## src/rtl/mem_arbiter_pkg.sv

```systemverilog
// Shared types for the IF/MEM unified-memory arbiter.
package mem_arbiter_pkg;

    typedef enum logic [1:0] {
        IDLE = 2'd0,
        IACC = 2'd1,
        DACC = 2'd2
    } ArbState;

endpackage

```

## src/rtl/mem_arbiter.sv

```systemverilog
// Serialises IF and MEM stage requests onto one single-port memory and
// stalls the pipeline until every request of the current cycle is served.
module mem_arbiter
    import mem_arbiter_pkg::*;
#(
    parameter int DATA_WIDTH = 32,
    parameter int ADDR_WIDTH = 32
) (
    input  logic                  i_Clock,
    input  logic                  i_Reset,
    input  logic                  i_IReq,
    input  logic [ADDR_WIDTH-1:0] i_IAddr,
    output logic [DATA_WIDTH-1:0] o_IData,
    output logic                  o_IDone,
    input  logic                  i_DReq,
    input  logic                  i_DWrEnable,
    input  logic [ADDR_WIDTH-1:0] i_DAddr,
    input  logic [DATA_WIDTH-1:0] i_DWrData,
    output logic [DATA_WIDTH-1:0] o_DRdData,
    output logic                  o_DDone,
    output logic                  o_Stall,
    output logic                  o_MemReq,
    output logic [ADDR_WIDTH-1:0] o_MemAddr,
    output logic                  o_MemWrEnable,
    output logic [DATA_WIDTH-1:0] o_MemWrData,
    input  logic [DATA_WIDTH-1:0] i_MemRdData,
    input  logic                  i_MemReady
);

    ArbState               r_State;
    ArbState               w_NextState;
    logic                  r_IDone;
    logic                  r_DDone;
    logic                  r_WrEn;
    logic [ADDR_WIDTH-1:0] r_MemAddr;
    logic [DATA_WIDTH-1:0] r_MemWrData;
    logic [DATA_WIDTH-1:0] r_IData;
    logic [DATA_WIDTH-1:0] r_DRdData;

    logic w_IPend;
    logic w_DPend;
    logic w_Stall;
    logic w_IComplete;
    logic w_DComplete;

    assign w_IPend     = i_IReq & ~r_IDone;
    assign w_DPend     = i_DReq & ~r_DDone;
    assign w_Stall     = w_IPend | w_DPend;
    assign w_IComplete = (r_State == IACC) & i_MemReady;
    assign w_DComplete = (r_State == DACC) & i_MemReady;

    always_ff @(posedge i_Clock or negedge i_Reset) begin
        if (!i_Reset) r_State <= IDLE;
        else          r_State <= w_NextState;
    end

    // D wins in IDLE: it belongs to the older instruction in the pipe.
    always_comb begin
        w_NextState = r_State;
        case (r_State)
            IDLE: begin
                if (w_DPend)      w_NextState = DACC;
                else if (w_IPend) w_NextState = IACC;
            end
            IACC, DACC: begin
                if (i_MemReady) w_NextState = IDLE;
            end
            default: w_NextState = IDLE;
        endcase
    end

    always_ff @(posedge i_Clock or negedge i_Reset) begin
        if (!i_Reset) begin
            r_IDone     <= 1'b0;
            r_DDone     <= 1'b0;
            r_WrEn      <= 1'b0;
            r_MemAddr   <= '0;
            r_MemWrData <= '0;
            r_IData     <= '0;
            r_DRdData   <= '0;
        end else begin
            if (r_State == IDLE) begin
                if (w_DPend) begin
                    r_MemAddr   <= i_DAddr;
                    r_WrEn      <= i_DWrEnable;
                    r_MemWrData <= i_DWrData;
                end else if (w_IPend) begin
                    r_MemAddr <= i_IAddr;
                    r_WrEn    <= 1'b0;
                end
            end
            // Results land even if the requester has since dropped its request.
            if (w_IComplete)            r_IData   <= i_MemRdData;
            if (w_DComplete && !r_WrEn) r_DRdData <= i_MemRdData;
            if (!w_Stall) begin
                r_IDone <= 1'b0;
                r_DDone <= 1'b0;
            end else begin
                if (w_IComplete && i_IReq) r_IDone <= 1'b1;
                if (w_DComplete && i_DReq) r_DDone <= 1'b1;
            end
        end
    end

    assign o_Stall       = w_Stall;
    assign o_IDone       = r_IDone;
    assign o_DDone       = r_DDone;
    assign o_IData       = r_IData;
    assign o_DRdData     = r_DRdData;
    assign o_MemReq      = (r_State != IDLE);
    assign o_MemAddr     = r_MemAddr;
    assign o_MemWrEnable = (r_State == DACC) & r_WrEn;
    assign o_MemWrData   = r_MemWrData;

endmodule
```

## config.mk

```make
export PLATFORM = sky130hd
export DESIGN_NAME = mem_arbiter
export DESIGN_NICKNAME = d
export VERILOG_FILES = /design/src/rtl/mem_arbiter_pkg.sv /design/src/rtl/mem_arbiter.sv
export SDC_FILE = /design/constraint.sdc
export NUM_CORES = 1
export LEC_CHECK = 0
export CAP_MARGIN = 20
export CORE_AREA = 4 4 130 132
export CTS_CLUSTER_SIZE = 16
export DETAILED_ROUTE_END_ITERATION = 6
export DIE_AREA = 0 0 134 136
export PLACE_DENSITY_LB_ADDON = 0.08
export SLEW_MARGIN = 20
export SYNTH_ARGS = -nofsm -noshare
export SYNTH_HDL_FRONTEND = slang
export SYNTH_SLANG_ARGS = --single-unit
```

## constraint.sdc

```tcl
create_clock -name i_Clock -period 1.68 [get_ports i_Clock]
set_input_delay 0.168 -clock i_Clock [delete_from_list [all_inputs] [get_ports i_Clock]]
set_output_delay 0.168 -clock i_Clock [all_outputs]
set_load 0.1 [all_outputs]
```

==> summary.txt, run 1 <==
Die
  – Die footprint: 18,200 sq um
  – Top Ports: 267
  – Core region area: 15,700 sq um
  – Die height: 136 um
  – Row Count: 46
  – Initial Util: 36.2%
  – Die W: 134 um

STA
  – Fmax: between 600 and 700 MHz
  – Slew Viols, Final: 0
  – Final period util: 99.0%
  – RSZ-0062 raised after global routing: true
  – Min cycle time layout: 1.66 ns
  – Hold Vio Cnt, Final: 0
  – Final setup margin: approximately 0.017 ns
  – Final setup violating endpoints: 0
  – Setup Skew: around 0.0058 ns
  – Worst-margin pin slew: 0.415 ns
  – Max-slew headroom: 72.3%

Route
  – Number of routed nets with antenna violations: 0
  – Vias per cell: around 4.6
  – Initial DRC count: 101
  – DRT Pass-1 Iters: 4
  – Via count of the routed design: 3,946
  – Routed wire per std cell: 18.0 um
  – Final wirelength: 15.6 mm
  – DRC errors left: 0

Final layout
  – # diodes: 0
  – Area growth from synthesis to layout: 63.2%
  – Layout Cell Area excl Fill: between 9000 and 10,000 sq um
  – Commonest non-fill, non-tap cell in the layout: buf_4
  – Nets@finish: approximately 770
  – Most frequent cells in the layout: 136 x buf_4, 132 x clkdlybuf4s50_1, 132 x dfrtp_1, 100 x mux2_2, 60 x mux2_4
  – Layout cells sized above 1: between 50% and 60%
  – Fillers: 1,296

Clock network
  – Clk sinks: roughly 130
  – Root buffer cell: clkbuf_16
  – H-tree Lvls: 4
  – Clk_lat worst skew: 0.41 ns
  – Clock transition at path regs: ~0.06 ns
  – Total CTS buffers: 17
  – TritonCTS clock tree: yes
  – Clock Path Buffers: 2

Logic synthesis
  – Netlist cell types: 23
  – Yosys Warn Count: 0
  – Ys flop type: dfrtp_1
  – Mean Syn Cell Area: about 17 sq um
  – Cells after Synth: 337
  – Post-synth EDFFs: 0
  – Seq/Total Area, Yosys: between 50 and 60%
  – Ys async rst share: 100%
  – Mapped cell area: 5690 sq um
  – Seq cells post-synth: between 100 and 150
  – Syn_nets: 474

Worst setup path
  – Crit Path Category: reg -> reg
  – Worst Setup Start Kind: flip-flop
  – Setup crit end kind: flip-flop
  – Crit Path Max Fanout: 8
  – CP Data Required Time: around 2.0 ns
  – Critical Path AT: 1.95 ns

Outcome
  – Status: completed

Place
  – Hpwl dp: about 12 mm
  – Post-DP Area: 8510 sq um
  – Port Buffers: 266
  – GPL Wtd Cong: 0.746
  – Placement Setup Slack: -0.0159 ns

Min path
  – Worst Hold Class: in -> async

GRT
  – Total Routing Usage GR: 16.9%
  – Vias in the first global route: 4,331
  – Grt ovf: 0
  – First-pass GRT wire length: roughly 24 mm
  – Initial antenna violation count: 0
  – Largest net degree at the start of global routing: 40

Flow run
  – Maxcap violations: 0
==> critical path: stages, from the launching register on <==
cell and delay, ns:
dfrtp_4 0.48, nand2b_4 0.16, buf_6 0.13, a21oi_4 0.17, buf_12 0.14, clkbuf_16 0.16
mux2_4 0.30
==> per-stage QoR <==
stage                     util, %  TNS [ns]  hold WS (ns)  std cells
final                        59.1         0         0.239        863
after global routing         59.1    -0.273         0.271        863
after CTS                    58.4   -0.0248         0.244        858
after detailed placement     54.2   -0.0762         0.113        822
after global placement       54.2  -0.00398         0.114        822
after floorplan                 -    -12.57        -0.128        337
==> layer usage <==
| metal | track usage, % | up-vias | share of wire (%) |
|---|---|---|---|
| met4 | 6.23 | 0 | 1.9 |
| met1 | 19.6 | 1966 | 38 |
| met5 | 0 | - | 0 |
| li1 | - | 1792 | - |
| met2 | 27.9 | 168 | 50 |
| met3 | 7.18 | 20 | 9.6 |
==> cell usage after synthesis, types with 2 or more instances <==
master    instances  area [sq um]
nand2_1           5          18.8
inv_1             4          15.0
nand2b_1          2          12.5
o21ai_0           2          10.0
a21oi_1           2          10.0
ha_1              3          37.5
buf_6             7          78.8
buf_12            2          40.0
mux2_2          103          1160
nand3_1           2          10.0
mux2_4           56           841
buf_2             6          30.0
dfrtp_1         133          3330
==> path summary, 6_finish.rpt <==
kind / from / end / slack, ns / depth (start not counted)
min reg2reg: o_MemWrData[26] / o_MemWrData[26] / 0.50 / 1
min: i_Reset / o_MemAddr[14] / 0.24 / 2
min in group i_Clock: i_DWrEnable / r_WrEn / 0.33 / 3
max: o_DDone / o_MemAddr[1] / 0.02 / 6
max in group asynchronous: i_Reset / o_DRdData[22] / 0.87 / 3
max reg2reg: o_DDone / o_MemAddr[1] / 0.02 / 6
==> final cells by class <==
class,instances,area [sq um],area share [%]
clock inverter,11,173,1.86
timing repair buffer,294,2820,30.3
inverter,4,18.8,0.202
sequential,133,3330,35.9
multi-input combinational,184,2220,23.9
tap,216,270,2.91
clock buffer,21,460,4.96
==> state kept, by name, summed over array words and instances (netlist names) <==
signal / flops
o_IData: 32
r_State: 2
r_WrEn: 1
o_MemWrData: 32
o_IDone: 1
o_MemAddr: 32
o_DRdData: 32
o_DDone: 1
==> cells by family after synthesis <==
| family | count (synthesis) | synth area share [%] |
|---|---|---|
| muxes | 160 | 35.3 |
| buffers and inverters | 20 | 3.14 |
| DFF | 133 | 58.5 |
| and+or+nand+nor | 13 | 1.32 |
| adders and majority gates | 3 | 0.660 |
| AOI/OAI and AO/OA | 8 | 1.06 |
==> repair_timing <==
| item | in CTS | in global routing |
|---|---|---|
| setup buffers | 3 | 4 |
| gates cloned | 0 | 1 |
| endpoints found under the setup margin | 2 | 31 |
| hold buffers | 1 | 0 |
| resized for setup | 1 | 8 |
| pin swaps | 0 | 2 |
| hold endpoints to repair | 35 | 0 |
Power of run 1 is not shown: default switching activity piles up to over one toggle a cycle in this logic, so the estimate is an artifact.
==> run 2, diff against run 1 <==
--- a/config.mk
+++ b/config.mk
@@ -6,11 +6,13 @@
 export NUM_CORES = 1
 export LEC_CHECK = 0
 export CAP_MARGIN = 20
-export CORE_AREA = 4 4 130 132
+export CORE_AREA = 4 4 128 130
+export CTS_BUF_LIST = sky130_fd_sc_hd__clkbuf_4 sky130_fd_sc_hd__clkbuf_8
 export CTS_CLUSTER_SIZE = 16
 export DETAILED_ROUTE_END_ITERATION = 6
-export DIE_AREA = 0 0 134 136
+export DIE_AREA = 0 0 132 134
 export PLACE_DENSITY_LB_ADDON = 0.08
+export SKIP_CTS_REPAIR_TIMING = 1
 export SLEW_MARGIN = 20
 export SYNTH_ARGS = -nofsm -noshare
 export SYNTH_HDL_FRONTEND = slang
==> run 2 against run 1 <==
The flow now finishes with violations (negative setup slack). Design area decreased by 2.1%. Via count decreased by 1.7%. Non-clock buffer count increased by 3. Sequential share of layout area increased by 0.77 points. Flip-flop and latch count unchanged. Core utilization increased by 0.92 points. Hold slack got worse by 0.049 ns. Global-route usage increased by 0.095 points. Critical path depth unchanged. Clock-buffer cell count decreased by 3. First-iteration DRC count increased by 12%. Critical path type unchanged. Highest routed layer unchanged.
==> summary.txt, run 2 (synthesis gave the netlist of run 1 again) <==
STA
  – Final setup margin: -0.0245 ns (was 0.0172 ns)
  – Slew Viols, Final: 0 (unchanged)
  – Setup Skew: 0.00627 ns (was 0.00585 ns)
  – Final period util: 101% (was 99.0%)
  – Hold slack: 0.190 ns (was 0.239 ns)
  – Worst-margin pin slew: 0.351 ns (was 0.415 ns)
  – Max-slew headroom: 76.6% (was 72.3%)
  – RSZ-0062 raised after global routing: true (unchanged)
  – Final setup TNS: -0.147 ns (was 0 ns)
  – Hold Vio Cnt, Final: 0 (unchanged)
  – Fmax: 587 MHz (was 601 MHz)
  – Final setup violating endpoints: 8 (was 0)
  – Min cycle time layout: 1.70 ns (was 1.66 ns)

Final layout
  – Fillers: 1,166 (was 1,296)
  – Most frequent cells in the layout: 135 x buf_4, 132 x clkdlybuf4s50_1, 132 x dfrtp_1, 100 x mux2_2, 60 x mux2_4 (was 136 x buf_4, 132 x clkdlybuf4s50_1, 132 x dfrtp_1, 100 x mux2_2, 60 x mux2_4)
  – Area growth from synthesis to layout: 59.8% (was 63.2%)
  – Layout cells sized above 1: 56.3% (was 55.6%)
  – Layout Cells excl Fill: 839 (was 863)
  – Multi-input gate area: 2230 sq um (was 2220 sq um)
  – Nets@finish: 774 (was 771)
  – Commonest non-fill, non-tap cell in the layout: buf_4 (unchanged)
  – Area occupied by registers: 3330 sq um (unchanged)

Clock network
  – Clock transition at path regs: 0.08 ns (was 0.06 ns)
  – Clk sinks: 133 (unchanged)
  – Clk_lat worst skew: 0.42 ns (was 0.41 ns)
  – H-tree Lvls: 4 (unchanged)
  – Clock Path Buffers: 2 (unchanged)
  – Total CTS buffers: 17 (unchanged)
  – TritonCTS clock tree: yes (unchanged)
  – Root buffer cell: clkbuf_8 (was clkbuf_16)

Place
  – Dpl cells: 793 (was 822)
  – Port Buffers: 266 (unchanged)
  – Hpwl dp: 11.4 mm (was 11.6 mm)
  – GPL Wtd Cong: 0.735 (was 0.746)

Worst setup path
  – Critical path's slowest cell: dfrtp_4 (unchanged)
  – Top delay family on crit path: flip-flops (unchanged)
  – Largest stage delay, worst path: 0.49 ns (was 0.48 ns)
  – CP bufs+invs: 3 (unchanged)
  – Crit Path Max Fanout: 8 (unchanged)
  – R2R setup slack: -0.02 ns (was 0.02 ns)
  – Critical R2R Capture: o_MemAddr[15] (was o_MemAddr[1])
  – Setup crit end kind: flip-flop (unchanged)
  – Reg-to-Reg Start: o_DDone (unchanged)
  – Critical Path AT: 2.01 ns (was 1.95 ns)
  – CP Data Required Time: 1.99 ns (was 1.97 ns)
  – Worst Setup Start Kind: flip-flop (unchanged)
  – Crit Path Category: reg -> reg (unchanged)
  – Reg2Reg Depth: 6 (unchanged)
  – Critical Path, Cell by Cell: nand2b_4, buf_6, a21oi_4, buf_4, clkbuf_16, mux2_4 (was nand2b_4, buf_6, a21oi_4, buf_12, clkbuf_16, mux2_4)

GRT
  – Initial antenna violation count: 1 (was 0)
  – Vias in the first global route: 4,262 (was 4,331)
  – Largest net degree at the start of global routing: 55 (was 40)
  – Total Routing Usage GR: 17.0% (was 16.9%)
  – Grt ovf: 0 (unchanged)
  – First-pass GRT wire length: 23.6 mm (was 23.7 mm)

Route
  – Number of routed nets with antenna violations: 0 (unchanged)
  – Final wirelength: 15.4 mm (was 15.6 mm)
  – DRT Pass-1 Iters: 4 (unchanged)
  – Vias per cell: 4.62 (was 4.57)
  – DRC errors left: 0 (unchanged)
  – Routed wire per std cell: 18.4 um (was 18.0 um)
  – Initial DRC count: 113 (was 101)
  – Via count of the routed design: 3,877 (was 3,946)

Outcome
  – Status: finished, violations left (was completed)
  – Failing checks: negative setup slack

Die
  – Die footprint: 17,700 sq um (was 18,200 sq um)
  – Die W: 132 um (was 134 um)
  – Top Ports: 267 (unchanged)
  – Row Count: 45 (was 46)
  – Initial Util: 37.6% (was 36.2%)
  – Core region area: 15,100 sq um (was 15,700 sq um)
  – Die height: 134 um (was 136 um)

Min path
  – Worst Hold Class: in -> async (unchanged)

Flow run
  – Maxcap violations: 0 (unchanged)
[run 2: layout make-up]
class / instances / area share, %
Sequential cell: 133 / 36.6
Timing Repair Buffer: 297 / 31.7
Multi-Input combinational cell: 184 / 24.5
Clock buffer: 18 / 2.72
Tap cell: 188 / 2.59
Clock inverter: 14 / 1.64
Inverter: 4 / 0.206
Antenna cell: 1 / 0.0275
[run 2: worst reg2reg max path, delay by kind of cell, from the launching register on]
family,cells,cell delay (ns)
flops,1,0.49
compound gates,1,0.20
buf+inv,3,0.44
mux,1,0.30
simple gates,1,0.17
[run 2: worst max-delay path by stage]
stage / from / end / slack [ns] / cells after the start
after detailed placement: i_DReq / o_MemAddr[4] / -0.02 / 5
after global placement: i_DReq / o_MemAddr[4] / -0.008 / 5
final: o_DDone / o_MemAddr[15] / -0.02 / 6
after CTS: o_DDone / o_Stall / -0.11 / 4
after global routing: r_State[0] / o_MemWrEnable / -0.08 / 4
after floorplan: r_State[0] / o_MemAddr[10] / -0.39 / 6
[run 2: through the flow]
| stage | instance area, sq um | utilization [%] | worst slack [ns] |
|---|---|---|---|
| after CTS | 8900 | 58.8 | -0.114 |
| after floorplan | 5720 | - | -0.395 |
| after detailed placement | 8510 | 56.2 | -0.0250 |
| final | 9090 | 60.0 | -0.0245 |
| after global placement | 8510 | 56.2 | -0.00810 |
| after global routing | 9090 | 60.0 | -0.0819 |
[run 2: metal layers]
| layer | vias to the layer above | routed length, um | track usage (%) |
|---|---|---|---|
| li1 | 1793 | - | - |
| met1 | 1906 | 6210 | 20.0 |
| met2 | 159 | 7630 | 28.0 |
| met3 | 19 | 1290 | 6.86 |
| met4 | 0 | 289 | 6.42 |
| met5 | - | 0 | 0 |
Power of run 2 is left out for the same reason.
==> run 3, diff against run 2 <==
--- a/config.mk
+++ b/config.mk
@@ -6,11 +6,11 @@
 export NUM_CORES = 1
 export LEC_CHECK = 0
 export CAP_MARGIN = 20
-export CORE_AREA = 4 4 128 130
+export CORE_AREA = 2 2 126 128
 export CTS_BUF_LIST = sky130_fd_sc_hd__clkbuf_4 sky130_fd_sc_hd__clkbuf_8
 export CTS_CLUSTER_SIZE = 16
 export DETAILED_ROUTE_END_ITERATION = 6
-export DIE_AREA = 0 0 132 134
+export DIE_AREA = 0 0 128 130
 export PLACE_DENSITY_LB_ADDON = 0.08
 export SKIP_CTS_REPAIR_TIMING = 1
 export SLEW_MARGIN = 20
==> run 3 against run 2 <==
The run now ends clean. Die area fell by 5.9%. First-iteration DRC count down 27%. Clock skew increased by 0.0053 ns. Wire length is 5.2% lower. Critical path type is now reg -> out.
==> summary.txt, run 3 (synthesis gave the netlist of run 1 again) <==
Outcome
  – Status: completed (was finished, violations left)

Worst setup path
  – Setup crit end kind: output pin (was flip-flop)
  – Crit Path Category: reg -> out (was reg -> reg)
  – Critical Path AT: 1.48 ns (was 2.01 ns)
  – CP Data Required Time: 1.51 ns (was 1.99 ns)
  – Largest stage delay, worst path: 0.49 ns (about the same)
  – Critical Path, Cell by Cell: nand2b_4, buf_4, nand2_4, buf_12 (was nand2b_4, buf_6, a21oi_4, buf_4, clkbuf_16, mux2_4)
  – Worst Setup Start Kind: flip-flop (unchanged)
  – Top delay family on crit path: flip-flops (unchanged)
  – Crit Path Max Fanout: 5 (was 8)
  – Critical path's slowest cell: dfrtp_4 (unchanged)
  – CP bufs+invs: 2 (was 3)

STA
  – Hold Vio Cnt, Final: 0 (unchanged)
  – Max-slew headroom: 69.5% (was 76.6%)
  – Slew Viols, Final: 0 (unchanged)
  – Worst-margin pin slew: 0.457 ns (was 0.351 ns)
  – RSZ-0062 raised after global routing: true (unchanged)
  – Final setup violating endpoints: 0 (was 8)
  – Final setup TNS: 0 ns (was -0.147 ns)
  – Fmax: 607 MHz (was 587 MHz)
  – Setup Skew: 0.0116 ns (was 0.00627 ns)
  – Final period util: 98.0% (was 101%)
  – Min cycle time layout: 1.65 ns (was 1.70 ns)

Place
  – Hpwl dp: 10.7 mm (was 11.4 mm)
  – GPL Wtd Cong: 0.739 (was 0.735)
  – Port Buffers: 266 (unchanged)

Die
  – Die W: 128 um (was 132 um)
  – Row Count: 46 (was 45)
  – Die height: 130 um (was 134 um)
  – Top Ports: 267 (unchanged)
  – Die footprint: 16,600 sq um (was 17,700 sq um)
  – Core region area: 15,400 sq um (was 15,100 sq um)
  – Initial Util: 36.9% (was 37.6%)

Clock network
  – Clock Path Buffers: 2 (unchanged)
  – Total CTS buffers: 17 (unchanged)
  – Clk_lat worst skew: 0.43 ns (was 0.42 ns)
  – H-tree Lvls: 4 (unchanged)
  – Root buffer cell: clkbuf_8 (unchanged)
  – Clock transition at path regs: 0.08 ns (about the same)
  – Clk sinks: 133 (unchanged)
  – TritonCTS clock tree: yes (unchanged)

GRT
  – Grt ovf: 0 (unchanged)
  – Initial antenna violation count: 0 (was 1)
  – Largest net degree at the start of global routing: 80 (was 55)
  – Total Routing Usage GR: 17.6% (was 17.0%)
  – First-pass GRT wire length: 22.4 mm (was 23.6 mm)
  – Vias in the first global route: 4,132 (was 4,262)

Final layout
  – # diodes: 0 (was 1)
  – Area growth from synthesis to layout: 59.0% (was 59.8%)
  – Commonest non-fill, non-tap cell in the layout: buf_4 (unchanged)
  – Layout cells sized above 1: 56.3% (about the same)
  – Nets@finish: 772 (was 774)
  – Most frequent cells in the layout: 141 x buf_4, 132 x clkdlybuf4s50_1, 132 x dfrtp_1, 100 x mux2_2, 60 x mux2_4 (was 135 x buf_4, 132 x clkdlybuf4s50_1, 132 x dfrtp_1, 100 x mux2_2, 60 x mux2_4)

Route
  – Vias per cell: 4.66 (was 4.62)
  – Initial DRC count: 83 (was 113)
  – DRT Pass-1 Iters: 4 (unchanged)
  – Number of routed nets with antenna violations: 0 (unchanged)
  – Routed wire per std cell: 17.4 um (was 18.4 um)
  – Via count of the routed design: 3,917 (was 3,877)
  – DRC errors left: 0 (unchanged)
  – Final wirelength: 14.6 mm (was 15.4 mm)

Min path
  – Worst Hold Class: in -> async (unchanged)

Flow run
  – Maxcap violations: 0 (unchanged)
run 3: cell count changes in the layout (fill, tap and decap cells not counted):
cell	delta
buf_12	-4
clkinv_4	+2
inv_6	-3
clkbuf_16	-2
clkinv_2	-3
buf_4	+6
diode_2	-1
bufinv_16	+2
ha_1	-1
buf_6	-2
clkbuf_4	+3
clkbuf_8	+1
clkinvlp_4	-2
ha_2	+1
run 3: final timing paths:
path,depth (start not counted),start,endpoint,slack (ns)
setup reg to reg,5,o_DDone,o_MemAddr[23],0.04
max in group asynchronous,3,i_Reset,o_DRdData[0],0.99
hold / removal,3,i_Reset,o_MemAddr[20],0.28
min in group i_Clock,3,i_DWrEnable,r_WrEn,0.32
setup / recovery,4,o_DDone,o_Stall,0.03
hold reg to reg,1,o_DRdData[11],o_DRdData[11],0.51
run 3: layout make-up:
| type | instances | area [sq um] |
|---|---|---|
| inverters | 4 | 18.8 |
| repair buffers | 295 | 2780 |
| fillers | 1285 | 6370 |
| well taps | 192 | 240 |
| clock inverters | 10 | 170 |
| flip-flops and latches | 133 | 3330 |
| clock buffers | 22 | 284 |
| multi-input cells | 184 | 2230 |
run 3: worst min-delay path, delay by kind of cell:
kind / cells / cell delay, ns
buffers and inverters: 3 / 0.91
run 3: per-stage QoR:
stage	std cells	util (%)	instance area [sq um]	setup slack, ns	hold WS [ns]
final	840	58.7	9050	0.0335	0.276
after global routing	840	58.7	9050	-0.0644	0.286
after CTS	828	57.8	8920	-0.110	-0.286
after detailed placement	796	54.9	8460	-0.0349	0.199
after global placement	796	54.9	8460	-0.00246	0.196
after floorplan	337	-	5720	-0.395	-0.128
run 3: per-layer routing:
layer,global-route usage [%],share of wire (%),up-vias
met5,0,0,-
met4,5.95,1.4,0
met3,7.46,8.7,15
met2,28.2,49,162
met1,21.6,41,1949
li1,-,-,1791
Power of run 3 is left out for the same reason.
